**src/rtl/mul_div_unit_pkg.sv**
```systemverilog
// Shared constants for the EX-stage multiply/divide unit: function
// encodings decoded from multiDiv[3:2], the FSM state encoding and the
// machine word width.
package cpu_defs;

  localparam int WORD_W = 16;

  localparam logic [1:0] MD_OP_NONE = 2'b00;
  localparam logic [1:0] MD_OP_MUL  = 2'b01;
  localparam logic [1:0] MD_OP_DIV  = 2'b10;
  localparam logic [1:0] MD_OP_RSVD = 2'b11;

  typedef enum logic [1:0] {
    MD_IDLE = 2'd0,
    MD_RUN  = 2'd1,
    MD_FIX  = 2'd2,
    MD_DONE = 2'd3
  } md_state_e;

endpackage

```
**src/rtl/mul_div_unit_datapath.sv**
```systemverilog
// Combinational arithmetic for mul_div_unit: one shift-add multiply step
// or one restoring-divide step on the magnitude registers, plus the sign
// fix-up applied after the last iteration.
module md_datapath
  import cpu_defs::*;
#(
  parameter int WIDTH = WORD_W
) (
  input  logic             is_div,
  input  logic             neg_q,    // product / quotient must be negated
  input  logic             neg_r,    // remainder must be negated
  input  logic [WIDTH-1:0] acc_hi,   // product high half / partial remainder
  input  logic [WIDTH-1:0] acc_lo,   // multiplier bits / dividend-quotient
  input  logic [WIDTH-1:0] opb,      // multiplicand / divisor magnitude
  output logic [WIDTH-1:0] step_hi,
  output logic [WIDTH-1:0] step_lo,
  output logic [WIDTH-1:0] fix_lo,
  output logic [WIDTH-1:0] fix_hi
);

  logic [WIDTH:0]       sum;
  logic [WIDTH:0]       shifted_rem;
  logic [WIDTH:0]       trial;
  logic [2*WIDTH-1:0]   prod;

  // One iteration: multiply adds then shifts right, divide shifts left
  // then keeps the trial difference when it did not go negative.
  always_comb begin
    // NOTE: every always_comb output gets a default first so no path can
    // leave it unassigned and infer a latch.
    step_hi     = acc_hi;
    step_lo     = acc_lo;
    sum         = {1'b0, acc_hi} + (acc_lo[0] ? {1'b0, opb} : '0);
    // The partial remainder is below the divisor, so the shifted value
    // needs only the 17th bit as headroom for the trial subtraction.
    shifted_rem = {acc_hi, acc_lo[WIDTH-1]};
    trial       = shifted_rem - {1'b0, opb};
    if (is_div) begin
      if (!trial[WIDTH]) begin
        step_hi = trial[WIDTH-1:0];
        step_lo = {acc_lo[WIDTH-2:0], 1'b1};
      end else begin
        step_hi = shifted_rem[WIDTH-1:0];
        step_lo = {acc_lo[WIDTH-2:0], 1'b0};
      end
    end else begin
      step_hi = sum[WIDTH:1];
      step_lo = {sum[0], acc_lo[WIDTH-1:1]};
    end
  end

  // Sign fix-up: the product and quotient follow sign_a^sign_b, the
  // remainder follows the dividend.
  always_comb begin
    prod   = {acc_hi, acc_lo};
    fix_lo = acc_lo;
    fix_hi = acc_hi;
    if (neg_q) prod = -prod;
    if (is_div) begin
      if (neg_q) fix_lo = -acc_lo;
      if (neg_r) fix_hi = -acc_hi;
    end else begin
      fix_lo = prod[WIDTH-1:0];
      fix_hi = prod[2*WIDTH-1:WIDTH];
    end
  end

endmodule

```
**src/rtl/mul_div_unit.sv**
```systemverilog
// Iterative signed multiply/divide unit for the EX stage. Runs one
// iteration per cycle on operand magnitudes, applies signs in FIX and
// pulses done for one cycle while stall drops so EX/M captures results.
module mul_div_unit
  import cpu_defs::*;
#(
  parameter int WIDTH = WORD_W,
  parameter int ITER  = WIDTH
) (
  input  logic             clk,
  input  logic             reset_n,
  input  logic             start,
  input  logic [1:0]       op,
  input  logic [WIDTH-1:0] a,
  input  logic [WIDTH-1:0] b,
  input  logic             flush,
  output logic             stall,
  output logic             busy,
  output logic             done,
  output logic [WIDTH-1:0] result_lo,
  output logic [WIDTH-1:0] result_hi,
  output logic             div_by_zero
);

  localparam int              CNT_W = $clog2(ITER);
  localparam logic [CNT_W-1:0] LAST = CNT_W'(ITER - 1);

  md_state_e        state, state_next;
  logic [WIDTH-1:0] acc_hi, acc_lo, opb;
  logic [CNT_W-1:0] count;
  logic             sign_a, sign_b, is_div;
  logic             op_valid, is_dz;
  logic [WIDTH-1:0] a_mag, b_mag;
  logic [WIDTH-1:0] step_hi, step_lo, fix_lo, fix_hi;

  assign op_valid = start && (op == MD_OP_MUL || op == MD_OP_DIV);
  assign is_dz    = (op == MD_OP_DIV) && (b == '0);
  // |0x8000| wraps back to 0x8000, which is the correct unsigned magnitude.
  assign a_mag    = a[WIDTH-1] ? -a : a;
  assign b_mag    = b[WIDTH-1] ? -b : b;
  assign busy     = (state != MD_IDLE);

  md_datapath #(.WIDTH(WIDTH)) u_datapath (
    .is_div  (is_div),
    .neg_q   (sign_a ^ sign_b),
    .neg_r   (sign_a),
    .acc_hi  (acc_hi),
    .acc_lo  (acc_lo),
    .opb     (opb),
    .step_hi (step_hi),
    .step_lo (step_lo),
    .fix_lo  (fix_lo),
    .fix_hi  (fix_hi)
  );

  // State register.
  always_ff @(posedge clk or negedge reset_n) begin
    // NOTE: sequential state uses non-blocking assignments so every
    // register samples pre-edge values regardless of statement order.
    if (!reset_n) state <= MD_IDLE;
    else          state <= state_next;
  end

  // Next-state, stall and done decode; flush overrides everything past IDLE.
  always_comb begin
    state_next = state;
    stall      = 1'b0;
    done       = 1'b0;
    case (state)
      MD_IDLE: if (op_valid) begin
        stall      = 1'b1;
        state_next = is_dz ? MD_DONE : MD_RUN;
      end
      MD_RUN: begin
        stall = 1'b1;
        if (flush)              state_next = MD_IDLE;
        else if (count == LAST) state_next = MD_FIX;
      end
      MD_FIX: begin
        stall      = 1'b1;
        state_next = flush ? MD_IDLE : MD_DONE;
      end
      MD_DONE: begin
        done       = !flush;
        state_next = MD_IDLE;
      end
      default: state_next = MD_IDLE;
    endcase
  end

  // Operand capture, iteration and result registers.
  always_ff @(posedge clk or negedge reset_n) begin
    // NOTE: every datapath register has a reset value; there is no memory
    // here, so nothing is left to power up as X.
    if (!reset_n) begin
      acc_hi      <= '0;
      acc_lo      <= '0;
      opb         <= '0;
      count       <= '0;
      sign_a      <= 1'b0;
      sign_b      <= 1'b0;
      is_div      <= 1'b0;
      result_lo   <= '0;
      result_hi   <= '0;
      div_by_zero <= 1'b0;
    end else begin
      case (state)
        MD_IDLE: if (op_valid) begin
          acc_hi <= '0;
          acc_lo <= a_mag;
          opb    <= b_mag;
          sign_a <= a[WIDTH-1];
          sign_b <= b[WIDTH-1];
          is_div <= (op == MD_OP_DIV);
          count  <= '0;
          if (is_dz) begin
            result_lo   <= '1;
            result_hi   <= a;
            div_by_zero <= 1'b1;
          end
        end
        MD_RUN: begin
          acc_hi <= step_hi;
          acc_lo <= step_lo;
          count  <= count + CNT_W'(1);
        end
        MD_FIX: if (!flush) begin
          result_lo   <= fix_lo;
          result_hi   <= fix_hi;
          div_by_zero <= 1'b0;
        end
        default: ;
      endcase
    end
  end

endmodule

```
**config.mk**
```make
export PLATFORM = sky130hd
export DESIGN_NAME = mul_div_unit
export DESIGN_NICKNAME = d
export VERILOG_FILES = /design/src/rtl/mul_div_unit_pkg.sv /design/src/rtl/mul_div_unit_datapath.sv /design/src/rtl/mul_div_unit.sv
export SDC_FILE = /design/constraint.sdc
export NUM_CORES = 1
export LEC_CHECK = 0
export ABC_CLOCK_PERIOD_IN_PS = 3200
export CAP_MARGIN = 20
export CORE_ASPECT_RATIO = 0.75
export CORE_MARGIN = 1
export CORE_UTILIZATION = 35
export CTS_CLUSTER_SIZE = 10
export DETAILED_ROUTE_END_ITERATION = 8
export PLACE_DENSITY_LB_ADDON = 0.12
export SYNTH_ARGS = -nofsm -noshare
export SYNTH_HDL_FRONTEND = slang
export SYNTH_SLANG_ARGS = --single-unit
```
**constraint.sdc**
```tcl
create_clock -name clk -period 3.2 [get_ports clk]
set_input_delay 0.64 -clock clk [delete_from_list [all_inputs] [get_ports clk]]
set_output_delay 0.64 -clock clk [all_outputs]
set_load 0.02 [all_outputs]
```
# Yosys cells after proc, flatten, opt, wreduce, memory -nomap -nowiden
# Index checks and enable logic that the tools add are counted.
[totals] register_bits=90 input_bits=38 output_inout_bits=36 elab_cells=83
[op_classes] n_addsub=8 eq_ne=10 muxes=39 bitwise=1 n_reduce_logical=14
[op_table] op="two-way mux 16 bit" n=18
[op_table] op="case mux 16 bit (2 select lines)" n=4
[op_table] op="negator 16 bit" n=4
[op_table] op="two-way mux 32 bit" n=1
[op_table] op="negator 32 bit" n=1
[op_table] op="adder 16 x 17 -> 17 bit" n=1
[op_table] op="subtractor 17 x 16 -> 17 bit" n=1
[op_table] op="logical NOT 16 bit" n=1
[op_table] op="two-way mux 2 bit" n=5
[op_table] op="case mux 2 bit (4 select lines)" n=1
[op_table] op="case mux 4 bit (2 select lines)" n=1
[op_table] op="equality test 2 bit, second input constant" n=3
[op_table] op="two-way mux 1 bit" n=6
[op_table] op="!= test 2 bit, second input constant" n=3
[op_table] op="AND reduction 2 bit" n=3
[op_table] op="nonzero test 2 bit" n=3
[op_table] op="adder 4 x 1 -> 4 bit, second input constant" n=1
[op_table] op="equality test 2 x 1 -> 1 bit, second input constant" n=2
[op_table] op="equality test 4 bit, second input constant" n=1
[op_table] op="two-way mux 4 bit" n=1
[op_table] op="case mux 1 bit (2 select lines)" n=2
[op_table] op="AND reduction 4 bit" n=1
[op_table] op="!= test 3 bit, second input constant" n=1
[op_table] op="logical AND 1 bit" n=2
[op_table] op="5 further kinds" n=5

# Depth between registers and ports, before layout
# Gate-level depths: netlist of run 1.
[depth] depth_word=5 ltp_mapped=12 depth_no_buf=11

# Modules after synthesis
# A second synthesis of run 1 with hierarchy kept.
[hier_totals] cells_unflattened=893 area_unflattened_um2=7392.1
[modules_own_cells] mod="mul_div_unit" instances=1 cells_per_inst=459 area_each_um2=4460.5 seq_area_each_um2=2252.2
[modules_own_cells] mod="md_datapath" instances=1 cells_per_inst=434 area_each_um2=2931.6 seq_area_each_um2=0.0

# Least setup slack after synthesis of run 1
# Ideal clock, no wire load.
[synth_path] kind="input-to-reg" start="input b[6]" end="register result_hi[7]" setup_ns=0.125 t_arrival_ns=2.589 t_required_ns=3.075 setup_slack_ns=0.486 stages=6 path_cell_list="or4_1 or4_4 and4bb_4 a31o_4 buf_6 mux2_2"
[synth_between] elab_chain_len=4
[synth_lines] item="from (decl)" line_no="mul_div_unit.sv:15" text="input logic [WIDTH-1:0] b,"
[synth_lines] item="logical NOT 16 bit" line_no="mul_div_unit.sv:37" text="assign is_dz = (op == MD_OP_DIV) && (b == '0);"
[synth_lines] item="logical AND 1 bit" line_no="mul_div_unit.sv:37"
[synth_lines] item="!= test 2 bit (no source line)"
[synth_lines] item="AND reduction 4 bit (no source line)"
[synth_lines] item="to (signal assigned)" line_no="mul_div_unit.sv:129" text="result_hi <= fix_hi;"
[synth_lines] item="to (decl)" line_no="mul_div_unit.sv:21" text="output logic [WIDTH-1:0] result_hi,"
# No other way between the ends.
# A chain may end at the register's enable or synchronous reset.

# Worst setup path in the final report of run 1
[layout_path] start="register acc_lo[15]" end="register acc_hi[0]"
[layout_between] elab_chain_len=4
[layout_lines] item="from (decl)" line_no="mul_div_unit.sv:29" text="logic [WIDTH-1:0] acc_hi, acc_lo, opb;"
[layout_lines] item="from (signal assigned)" line_no="mul_div_unit.sv:110" text="acc_lo <= a_mag;"
[layout_lines] item="from (signal assigned)" line_no="mul_div_unit.sv:124" text="acc_lo <= step_lo;"
[layout_lines] item="subtractor 17 x 16 -> 17 bit" line_no="mul_div_unit_datapath.sv:37" text="trial = shifted_rem - {1'b0, opb};"
[layout_lines] item="two-way mux 16 bit (*)" line_no="mul_div_unit_datapath.sv:39" text="if (!trial[WIDTH]) begin"
[layout_lines] item="two-way mux 16 bit (*)" line_no="mul_div_unit_datapath.sv:38" text="if (is_div) begin"
[layout_lines] item="case mux 16 bit (2 select lines) (*)" line_no="mul_div_unit.sv:107" text="case (state)"
[layout_lines] item="to (signal assigned)" line_no="mul_div_unit.sv:123" text="acc_hi <= step_hi;"
[layout_lines] item="to (decl)" line_no="mul_div_unit.sv:29"
# Every way passes the cells marked *; elsewhere a longest branch is shown, timed or not.

==> results.py, run 1 <==
metrics = {
    "sta": {
        "rsz0062_at_grt": "false",
        "setup_viol": 0,
        "max_clock_freq_mhz": 323,
        "finalHoldViolCount": 0,
        "finClkSkew_ns": 0.00846,
        "relSlewSlack_pct": 45.6,
        "maxSlewViolCount": 0,
        "hold_ws_ns": 0.276,
        "fin_crit_ns": 3.10,
        "period_share_pct": 96.8,
        "tightest_slew_ns": 0.809,
    },
    "logic_synthesis": {
        "seq_area_frac_synth_pct": 29.8,
        "yosysWarnings": 0,
        "synth_ff_type": "dfrtp_1",
        "synth-seq-cells": 90,
        "ys_types": 78,
        "synth_edf_count": 0,
        "synth_nets": 1009,
        "syn_inst": 925,
        "synthArstFlopShare_pct": 100,
        "synth_area_um2": 7550,
        "syn_avg_cell_area_um2": 8.16,
    },
    "finish": {
        "nFillCells": 2125,
        "antenna_cells": 0,
        "drive_gt1_share_pct": 11.5,
        "final_nets": 1118,
        "fin_cells": 1327,
        "final_area_um2": 9360,
        "layout_common_cells": "nand2_1 (90), dfrtp_1 (89), o21ai_0 (84), nor2_1 (82), buf_4 (73)",
        "final_common_cell": "nand2_1",
        "synthToLayoutAreaGrowth_pct": 23.9,
    },
    "hold_path": {
        "hp-class": "input pin to asynchronous set/reset pin",
    },
    "drt": {
        "met3RoutedLength_um": 1150,
        "routed-via-count": 7150,
        "totalWireLength_um": 24100,
        "drt_iter0_markers": 566,
        "drt-met1-wl_um": 13400,
        "wl_met2_um": 9380,
        "dr.max_layer_used": "met4",
        "avgRoutedWirePerCell_um": 18.2,
        "drc": 0,
        "drtAntennaViolNets": 0,
        "via_per_inst": 5.39,
        "drt-pass1-iter-count": 5,
    },
    "grt": {
        "antenna_found_initial": 0,
        "grt_pass1_wl_um": 37900,
        "overflow": 0,
        "grt_max_degree": 51,
        "grt_pass1_vias": 6460,
        "grt_use_total_pct": 22.5,
    },
    "power_and_ir_drop": {
        "power_per_cell_area_nw_per_um2": 1160,
        "vdd_drop_max_v": 0.000445,
        "finalPower_uw": 10800,
        "cellLeakagePower_uw": 0.00402,
    },
    "die": {
        "start_util_pct": 35.7,
        "rows": 46,
        "dieHeight_um": 129,
        "io_pins": 74,
        "dieArea_um2": 22200,
        "die_x_um": 172,
        "core_um2": 21100,
    },
    "critical_path": {
        "rr_startpoint": "acc_lo[15]",
        "cp.required_ns": 3.45,
        "cp.arrival_ns": 3.35,
        "r2r.worst_path.cells": 11,
        "cp_max_fo": 9,
        "start_kind": "flop",
        "startpoint": "acc_lo[15]",
        "critPathKind": "flop to flop",
        "endpoint_kind": "flop",
    },
    "place": {
        "place_inst": 1311,
        "place_area_um2": 9040,
        "io_buffer_count": 73,
        "dp_hpwl_um": 18700,
        "gp_congestion": 0.931,
    },
    "run": {
        "max_cap_viol_count": 0,
    },
    "clocking": {
        "clockBufferDepth": 2,
        "cts_root_buf": "clkbuf_16",
        "ctsHoldBuffers": 0,
        "cts_max_level": 3,
        "clkSlewWorstSetupHoldPaths_ns": 0.08,
        "clock_latency_ns": 0.36,
        "cts.sinks": 90,
        "cts_tree": "done",
        "numCtsBuffers": 9,
    },
    "status": {
        "outcome": "completed",
    },
}
[layer usage]
layer | up-vias | global-route usage, %
li1 | 3563 | -
met1 | 3430 | 37.1
met2 | 145 | 29.2
met3 | 12 | 4.58
met4 | 0 | 3.68
met5 | - | 0
[final timing paths]
kind | to | slack, ns
min in group clk | opb[11] | 0.49
max reg2reg | acc_hi[0] | 0.10
max | acc_hi[0] | 0.10
min | result_hi[2] | 0.28
min reg2reg | opb[11] | 0.49
max in group asynchronous | acc_hi[13] | 2.21
[area by class of cell]
| type | count | area [µm²] | share of cell area, % |
|---|---|---|---|
| inverters | 44 | 165 | 1.77 |
| clock buffers | 9 | 225 | 2.41 |
| multi-input cells | 741 | 4930 | 52.7 |
| repair buffers | 148 | 1330 | 14.2 |
| clock inverters | 7 | 90.1 | 0.963 |
| flip-flops and latches | 90 | 2250 | 24.1 |
| well taps | 288 | 360 | 3.85 |
[cells in the mapped netlist (3+ instances only)]
master	number	area, µm²
ha_1	44	551
nand4_1	4	25.0
a22oi_1	9	67.6
a221o_1	3	30.0
buf_2	5	25.0
xnor2_1	45	394
nand2_1	90	338
o31ai_1	11	82.6
buf_6	3	33.8
o32ai_1	3	26.3
o21ai_1	12	60.1
mux2_2	4	45.0
nand2b_1	15	93.8
buf_1	5	18.8
nor4_1	8	50.1
a211oi_1	4	30.0
clkbuf_1	36	135
nand3_1	14	70.1
xor2_1	36	315
o41ai_1	5	43.8
dfrtp_1	90	2250
inv_1	41	154
nor3b_1	7	52.6
nor3b_2	3	37.5
a31oi_1	15	93.8
o221ai_1	4	35.0
and3_1	6	37.5
o211ai_1	11	82.6
a21o_1	13	97.6
nor3_1	19	95.1
or3_1	6	37.5
or4_1	3	22.5
nor2_1	82	308
or2_2	6	37.5
a21oi_1	67	335
o22a_1	9	78.8
o21ai_0	84	420
nand3b_1	3	22.5
nor2b_1	12	75.1
clkinv_1	3	11.3
a221oi_1	10	87.6
a21boi_0	3	22.5
mux2i_1	27	270
[stage by stage]
stage               utilization, %  setup slack [ns]  TNS, ns
CTS                           44.3            0.0894        0
detailed placement            42.8           -0.0859   -0.750
global placement              42.8           -0.0419  -0.0868
finish                        44.3             0.103        0
global route                  44.3           0.00395        0
floorplan                        -             0.486        0
[kinds of logic (layout without fill, tap and decap cells)]
kind of cell / count (synthesis) / after routing / synth area share, %
mux: 31 / 31 / 4.18
fa+ha+maj: 46 / 46 / 7.82
buf+inv: 94 / 208 / 5.10
flops: 90 / 90 / 29.8
simple gates: 294 / 294 / 19.3
compound gates: 289 / 289 / 24.4
xor+xnor: 81 / 81 / 9.40
[power breakdown]
group | total, µW | internal [µW] | leakage [µW] | switching (µW)
Clock | 1190 | 631 | 0.000156 | 561
Sequential | 2190 | 1630 | 0.00108 | 550
Combinational | 7430 | 3240 | 0.00279 | 4200
[registers in the layout (all words and copies together), names as in the netlist]
name,count
sign_b,1
div_by_zero,1
state,2
acc_hi,16
result_lo,16
result_hi,16
acc_lo,16
opb,16
is_div,1
count,4
sign_a,1
[what timing repair did]
| action | CTS | global route |
|---|---|---|
| resized for setup | 0 | 1 |
| buffers inserted | 0 | 0 |
| endpoints found under the setup margin | 0 | 1 |
[worst max-delay path: stages (launching register included)]
cell and delay (ns):
dfrtp_1 0.39, inv_1 0.09, ha_1 0.25, fa_1 0.42
nand2b_1 0.20, a21o_1 0.23, a21boi_1 0.25, a21bo_2 0.20
xor2_2 0.20, buf_12 0.17, mux2_2 0.33, o221ai_1 0.25
Note: power is estimated with default switching activity, not from simulation.
==> run 2, diff against run 1 <==
ABC_CLOCK_PERIOD_IN_PS = 2600   (was 3200)
clock period = 2.6 ns   (was 3.2 ns; I/O delays follow)
==> results.py, run 2 (synthesis results as in run 1) <==
metrics = {
    "sta": {
        "finalHoldViolCount": 0,
        "period_share_pct": 101,
        "maxSlewViolCount": 0,
        "fin_crit_ns": 2.63,
        "relSlewSlack_pct": 65.1,
        "rsz0062_at_grt": "true",
        "setup_viol": 6,
        "finClkSkew_ns": 0.0124,
        "max_clock_freq_mhz": 381,
        "setup_slack_ns": -0.0269,
        "final.setup.tns_ns": -0.109,
        "tightest_slew_ns": 0.518,
    },
    "drt": {
        "routed-via-count": 7685,
        "drc": 0,
        "totalWireLength_um": 26800,
        "drt-pass1-iter-count": 5,
        "drtAntennaViolNets": 0,
        "drt_iter0_markers": 593,
        "avgRoutedWirePerCell_um": 18.8,
        "via_per_inst": 5.37,
    },
    "critical_path": {
        "cp_max_fo": 7,
        "critPathKind": "flop to flop",
        "path_cells": "ha_4 -> fa_2 -> nand2b_4 -> a21o_1 -> a21boi_2 -> a21bo_2 -> xor2_4 -> buf_6 -> buf_6 -> mux2i_1 -> o21ai_1",
        "slowest_delay_ns": 0.46,
        "cp.required_ns": 2.84,
        "cp_common_cell": "buf_6",
        "critPathSlowestCell": "dfrtp_2",
        "cp.arrival_ns": 2.86,
        "start_kind": "flop",
        "startpoint": "opb[0]",
        "rr_startpoint": "opb[0]",
        "endpoint_kind": "flop",
    },
    "grt": {
        "grt_pass1_vias": 7205,
        "grt_max_degree": 32,
        "antenna_found_initial": 0,
        "overflow": 0,
        "grt_pass1_wl_um": 41700,
        "grt_use_total_pct": 24.7,
    },
    "clocking": {
        "clkSlewWorstSetupHoldPaths_ns": 0.07,
        "cts_tree": "done",
        "cts_max_level": 3,
        "ctsHoldBuffers": 0,
        "cts_root_buf": "clkbuf_16",
        "cts.sinks": 90,
        "clockBufferDepth": 2,
        "clock_latency_ns": 0.36,
        "numCtsBuffers": 9,
    },
    "place": {
        "io_buffer_count": 73,
        "gp_congestion": 0.881,
        "dp_hpwl_um": 19800,
        "place_area_um2": 9600,
    },
    "run": {
        "max_cap_viol_count": 0,
    },
    "status": {
        "violations": "setup timing",
        "outcome": "finished, violations left",
    },
    "finish": {
        "final_area_um2": 10500,
        "layout_common_cells": "buf_4 (159), nand2_1 (89), dfrtp_1 (87), nor2_1 (76), o21ai_0 (64)",
        "final_common_cell": "buf_4",
        "drive_gt1_share_pct": 25.2,
        "final_nets": 1221,
        "synthToLayoutAreaGrowth_pct": 39.5,
        "antenna_cells": 0,
    },
    "hold_path": {
        "hp-class": "input pin to asynchronous set/reset pin",
    },
    "die": {
        "rows": 46,
        "io_pins": 74,
        "die_x_um": 172,
        "start_util_pct": 35.7,
        "dieArea_um2": 22200,
        "core_um2": 21100,
        "dieHeight_um": 129,
    },
    "power_and_ir_drop": {
        "vdd_drop_max_v": 0.000554,
        "cellLeakagePower_uw": 0.00467,
        "power_per_cell_area_nw_per_um2": 1450,
    },
}
[run 2: cell count changes in the layout (fill, tap and decap cells not counted), sizes merged]
| cell | previous run | this run |
|---|---|---|
| buf | 76 | 179 |
| inv | 46 | 45 |
| a31o | 2 | 3 |
| clkdlybuf4s50 | 71 | 57 |
| clkbuf | 9 | 10 |
| bufinv | 1 | 2 |
| dlymetal6s2s | 1 | 3 |
| dlygate4sd2 | 0 | 7 |
| clkdlybuf4s15 | 0 | 1 |
| nand2 | 91 | 93 |
[run 2: cell type report]
cell class | count | area, µm²
sequential | 90 | 2260
inverter | 44 | 170
multi-input combinational | 744 | 5270
clock buffer | 9 | 225
fill | 2053 | 10600
tap | 288 | 360
timing repair buffer | 248 | 2140
clock inverter | 7 | 108
[run 2: metal layers]
metal  part of all wire (%)  wire [µm]  track usage (%)
met3                    6.7       1800             5.10
met5                      0          0                0
met4                   0.51        136             3.31
met2                     38      10100             32.1
met1                     55      14800             41.1
[run 2: final timing paths]
check / cells past startpoint / to / slack, ns
worst max-delay path: 11 / acc_hi[2] / -0.03
worst min-delay path: 1 / div_by_zero / 0.08
worst max register to register: 11 / acc_hi[2] / -0.03
worst min register to register: 1 / result_hi[0] / 0.49
max in group asynchronous: 2 / is_div / 1.88
min in group clk: 1 / result_hi[0] / 0.49
[run 2: through the flow]
| step | instances | power, µW | setup WS, ns | hold slack [ns] | utilization, % |
|---|---|---|---|---|---|
| after floorplan | 925 | 8710 | 0.00594 | 0.224 | - |
| after global routing | 1430 | 16400 | -0.155 | 0.105 | 49.8 |
| after detailed placement | 1386 | 12600 | -0.533 | 0.470 | 45.5 |
| after CTS | 1418 | 14700 | -0.0470 | 0.0916 | 48.7 |
| final | 1430 | 15300 | -0.0269 | 0.0841 | 49.8 |
| after global placement | 1386 | 12600 | -0.524 | 0.466 | 45.5 |
[run 2: critical path: cells and delay by family, from the launching register on]
family          cells  cell delay [ns]
compound gates      4             0.65
fa+ha+maj           2             0.52
flops               1             0.46
buf+inv             2             0.31
mux                 1             0.21
xor+xnor            1             0.19
simple gates        1             0.15
[run 2: what timing repair did]
| item | 4_1_cts | 5_1_grt |
|---|---|---|
| gates cloned | 5 | 2 |
| gates resized for setup | 78 | 59 |
| pin swaps | 24 | 22 |
| endpoints found under the setup margin | 53 | 55 |
| setup buffers | 12 | 12 |
[run 2: power breakdown]
part	switching [µW]	total [µW]	leakage [µW]	internal, µW
clock	653	1520	0.000166	866
combinational	6000	11100	0.00343	5120
sequential	637	2650	0.00107	2020
total	7290	15300	0.00467	8010
==> run 3, diff against run 2 <==
CELL_PAD_IN_SITES_DETAIL_PLACEMENT = 1   (was default)
CELL_PAD_IN_SITES_GLOBAL_PLACEMENT = 1   (was default)
==> results.py, run 3 (synthesis results as in run 1) <==
metrics = {
    "status": {
        "outcome": "finished, violations left",
        "violations": "setup timing",
    },
    "grt": {
        "antenna_found_initial": 0,
        "grt_pass1_wl_um": 45000,
        "grt_use_total_pct": 26.8,
        "overflow": 0,
        "grt_pass1_vias": 7799,
        "grt_max_degree": 48,
    },
    "drt": {
        "drtAntennaViolNets": 0,
        "drc": 0,
        "via_per_inst": 5.47,
        "wl_met2_um": 11600,
        "avgRoutedWirePerCell_um": 20.1,
        "drt-met1-wl_um": 15400,
        "drt-pass1-iter-count": 4,
        "totalWireLength_um": 28600,
        "drt_iter0_markers": 489,
        "routed-via-count": 7789,
        "met3RoutedLength_um": 1290,
        "dr.max_layer_used": "met4",
    },
    "finish": {
        "synthToLayoutAreaGrowth_pct": 38.3,
        "layout_common_cells": "buf_4 (156), nand2_1 (88), dfrtp_1 (87), nor2_1 (80), o21ai_0 (64)",
        "final_nets": 1214,
        "antenna_cells": 0,
        "drive_gt1_share_pct": 23.6,
        "final_common_cell": "buf_4",
    },
    "power_and_ir_drop": {
        "cellLeakagePower_uw": 0.00461,
        "power_per_cell_area_nw_per_um2": 1470,
        "vdd_drop_max_v": 0.000512,
    },
    "hold_path": {
        "hp-class": "input pin to asynchronous set/reset pin",
    },
    "sta": {
        "hold_ws_ns": 0.154,
        "tightest_slew_ns": 0.687,
        "finalHoldViolCount": 0,
        "maxSlewViolCount": 0,
        "setup_slack_ns": -0.0608,
        "max_clock_freq_mhz": 376,
        "fin_crit_ns": 2.66,
        "rsz0062_at_grt": "true",
        "final.setup.tns_ns": -0.236,
        "finClkSkew_ns": 0.00832,
        "period_share_pct": 102,
        "setup_viol": 11,
        "relSlewSlack_pct": 54.2,
    },
    "run": {
        "max_cap_viol_count": 0,
    },
    "critical_path": {
        "path_cells": "buf_6 -> and2_4 -> ha_4 -> inv_2 -> fa_2 -> nor2b_2 -> o31a_1 -> o31a_1 -> a221oi_2 -> buf_4 -> xnor2_2 -> o21ai_1 -> a22oi_1",
        "cp_max_fo": 2,
        "slowest_delay_ns": 0.46,
        "critPathSlowestCell": "dfrtp_2",
        "cp.arrival_ns": 2.94,
        "critPathKind": "flop to flop",
        "cp_common_cell": "o31a_1",
        "endpoint_kind": "flop",
        "start_kind": "flop",
        "cp.required_ns": 2.88,
    },
    "die": {
        "die_x_um": 172,
        "dieArea_um2": 22200,
        "io_pins": 74,
        "rows": 46,
        "start_util_pct": 35.7,
        "core_um2": 21100,
        "dieHeight_um": 129,
    },
    "clocking": {
        "clockBufferDepth": 2,
        "cts.sinks": 90,
        "ctsHoldBuffers": 0,
        "cts_tree": "done",
        "cts_max_level": 3,
        "clock_latency_ns": 0.36,
        "clkSlewWorstSetupHoldPaths_ns": 0.07,
        "numCtsBuffers": 9,
        "cts_root_buf": "clkbuf_16",
    },
    "place": {
        "dp_hpwl_um": 21700,
        "io_buffer_count": 73,
        "gp_congestion": 0.872,
    },
}
==> run 3: per-stage QoR <==
step,total power [µW],std cells,setup slack [ns],cell area [µm²],util [%]
2_1_floorplan,8710,925,0.00594,7560,-
5_1_grt,16500,1423,-0.161,10400,49.4
3_5_place_dp,12900,1390,-0.557,9630,45.6
4_1_cts,15100,1422,-0.0526,10400,49.1
3_3_place_gp,12700,1390,-0.524,9630,45.6
6_report,15300,1423,-0.0608,10400,49.4
==> run 3: area by class of cell <==
cell class | instances | area (µm²)
Sequential cell | 90 | 2260
Timing Repair Buffer | 242 | 2100
Clock inverter | 6 | 119
Inverter | 44 | 166
Fill cell | 2525 | 10700
Clock buffer | 10 | 239
Multi-Input combinational cell | 743 | 5190
Tap cell | 288 | 360
==> run 3: repair_timing <==
action	in CTS	in global routing
cloned	5	1
pin swaps	35	27
gates resized for setup	89	32
setup endpoints to repair	53	54
setup buffers	11	3
==> run 3: worst max-delay path: cells and delay by family (launching register included) <==
family / cells / cell delay, ns
xor gates and xnor gates: 1 / 0.10
and+or+nand+nor: 2 / 0.18
DFF: 1 / 0.46
buffers and inverters: 3 / 0.36
AOI/OAI and AO/OA: 5 / 1.12
adders and majority gates: 2 / 0.36
==> run 3: routing by layer <==
metal  GRT usage, %  up-vias
met5              0        -
met4           5.09        0
met3           4.76       15
met2           37.5      161
met1           42.2     3867
li1               -     3746
==> run 3: path summary, 6_finish.rpt <==
check / startpoint / endpoint / slack, ns / cells past startpoint
setup reg to reg: opb[0] / acc_hi[11] / -0.06 / 13
hold reg to reg: opb[13] / opb[13] / 0.48 / 2
min in group clk: opb[13] / opb[13] / 0.48 / 2
max in group asynchronous: reset_n / acc_hi[10] / 1.79 / 2
hold / removal: reset_n / result_hi[5] / 0.15 / 1
setup / recovery: opb[0] / acc_hi[11] / -0.06 / 13
==> run 3: power breakdown <==
part	internal [µW]	switching, µW	total (µW)
Clock	982	661	1640
Sequential	2020	586	2600
Combinational	4960	6090	11100
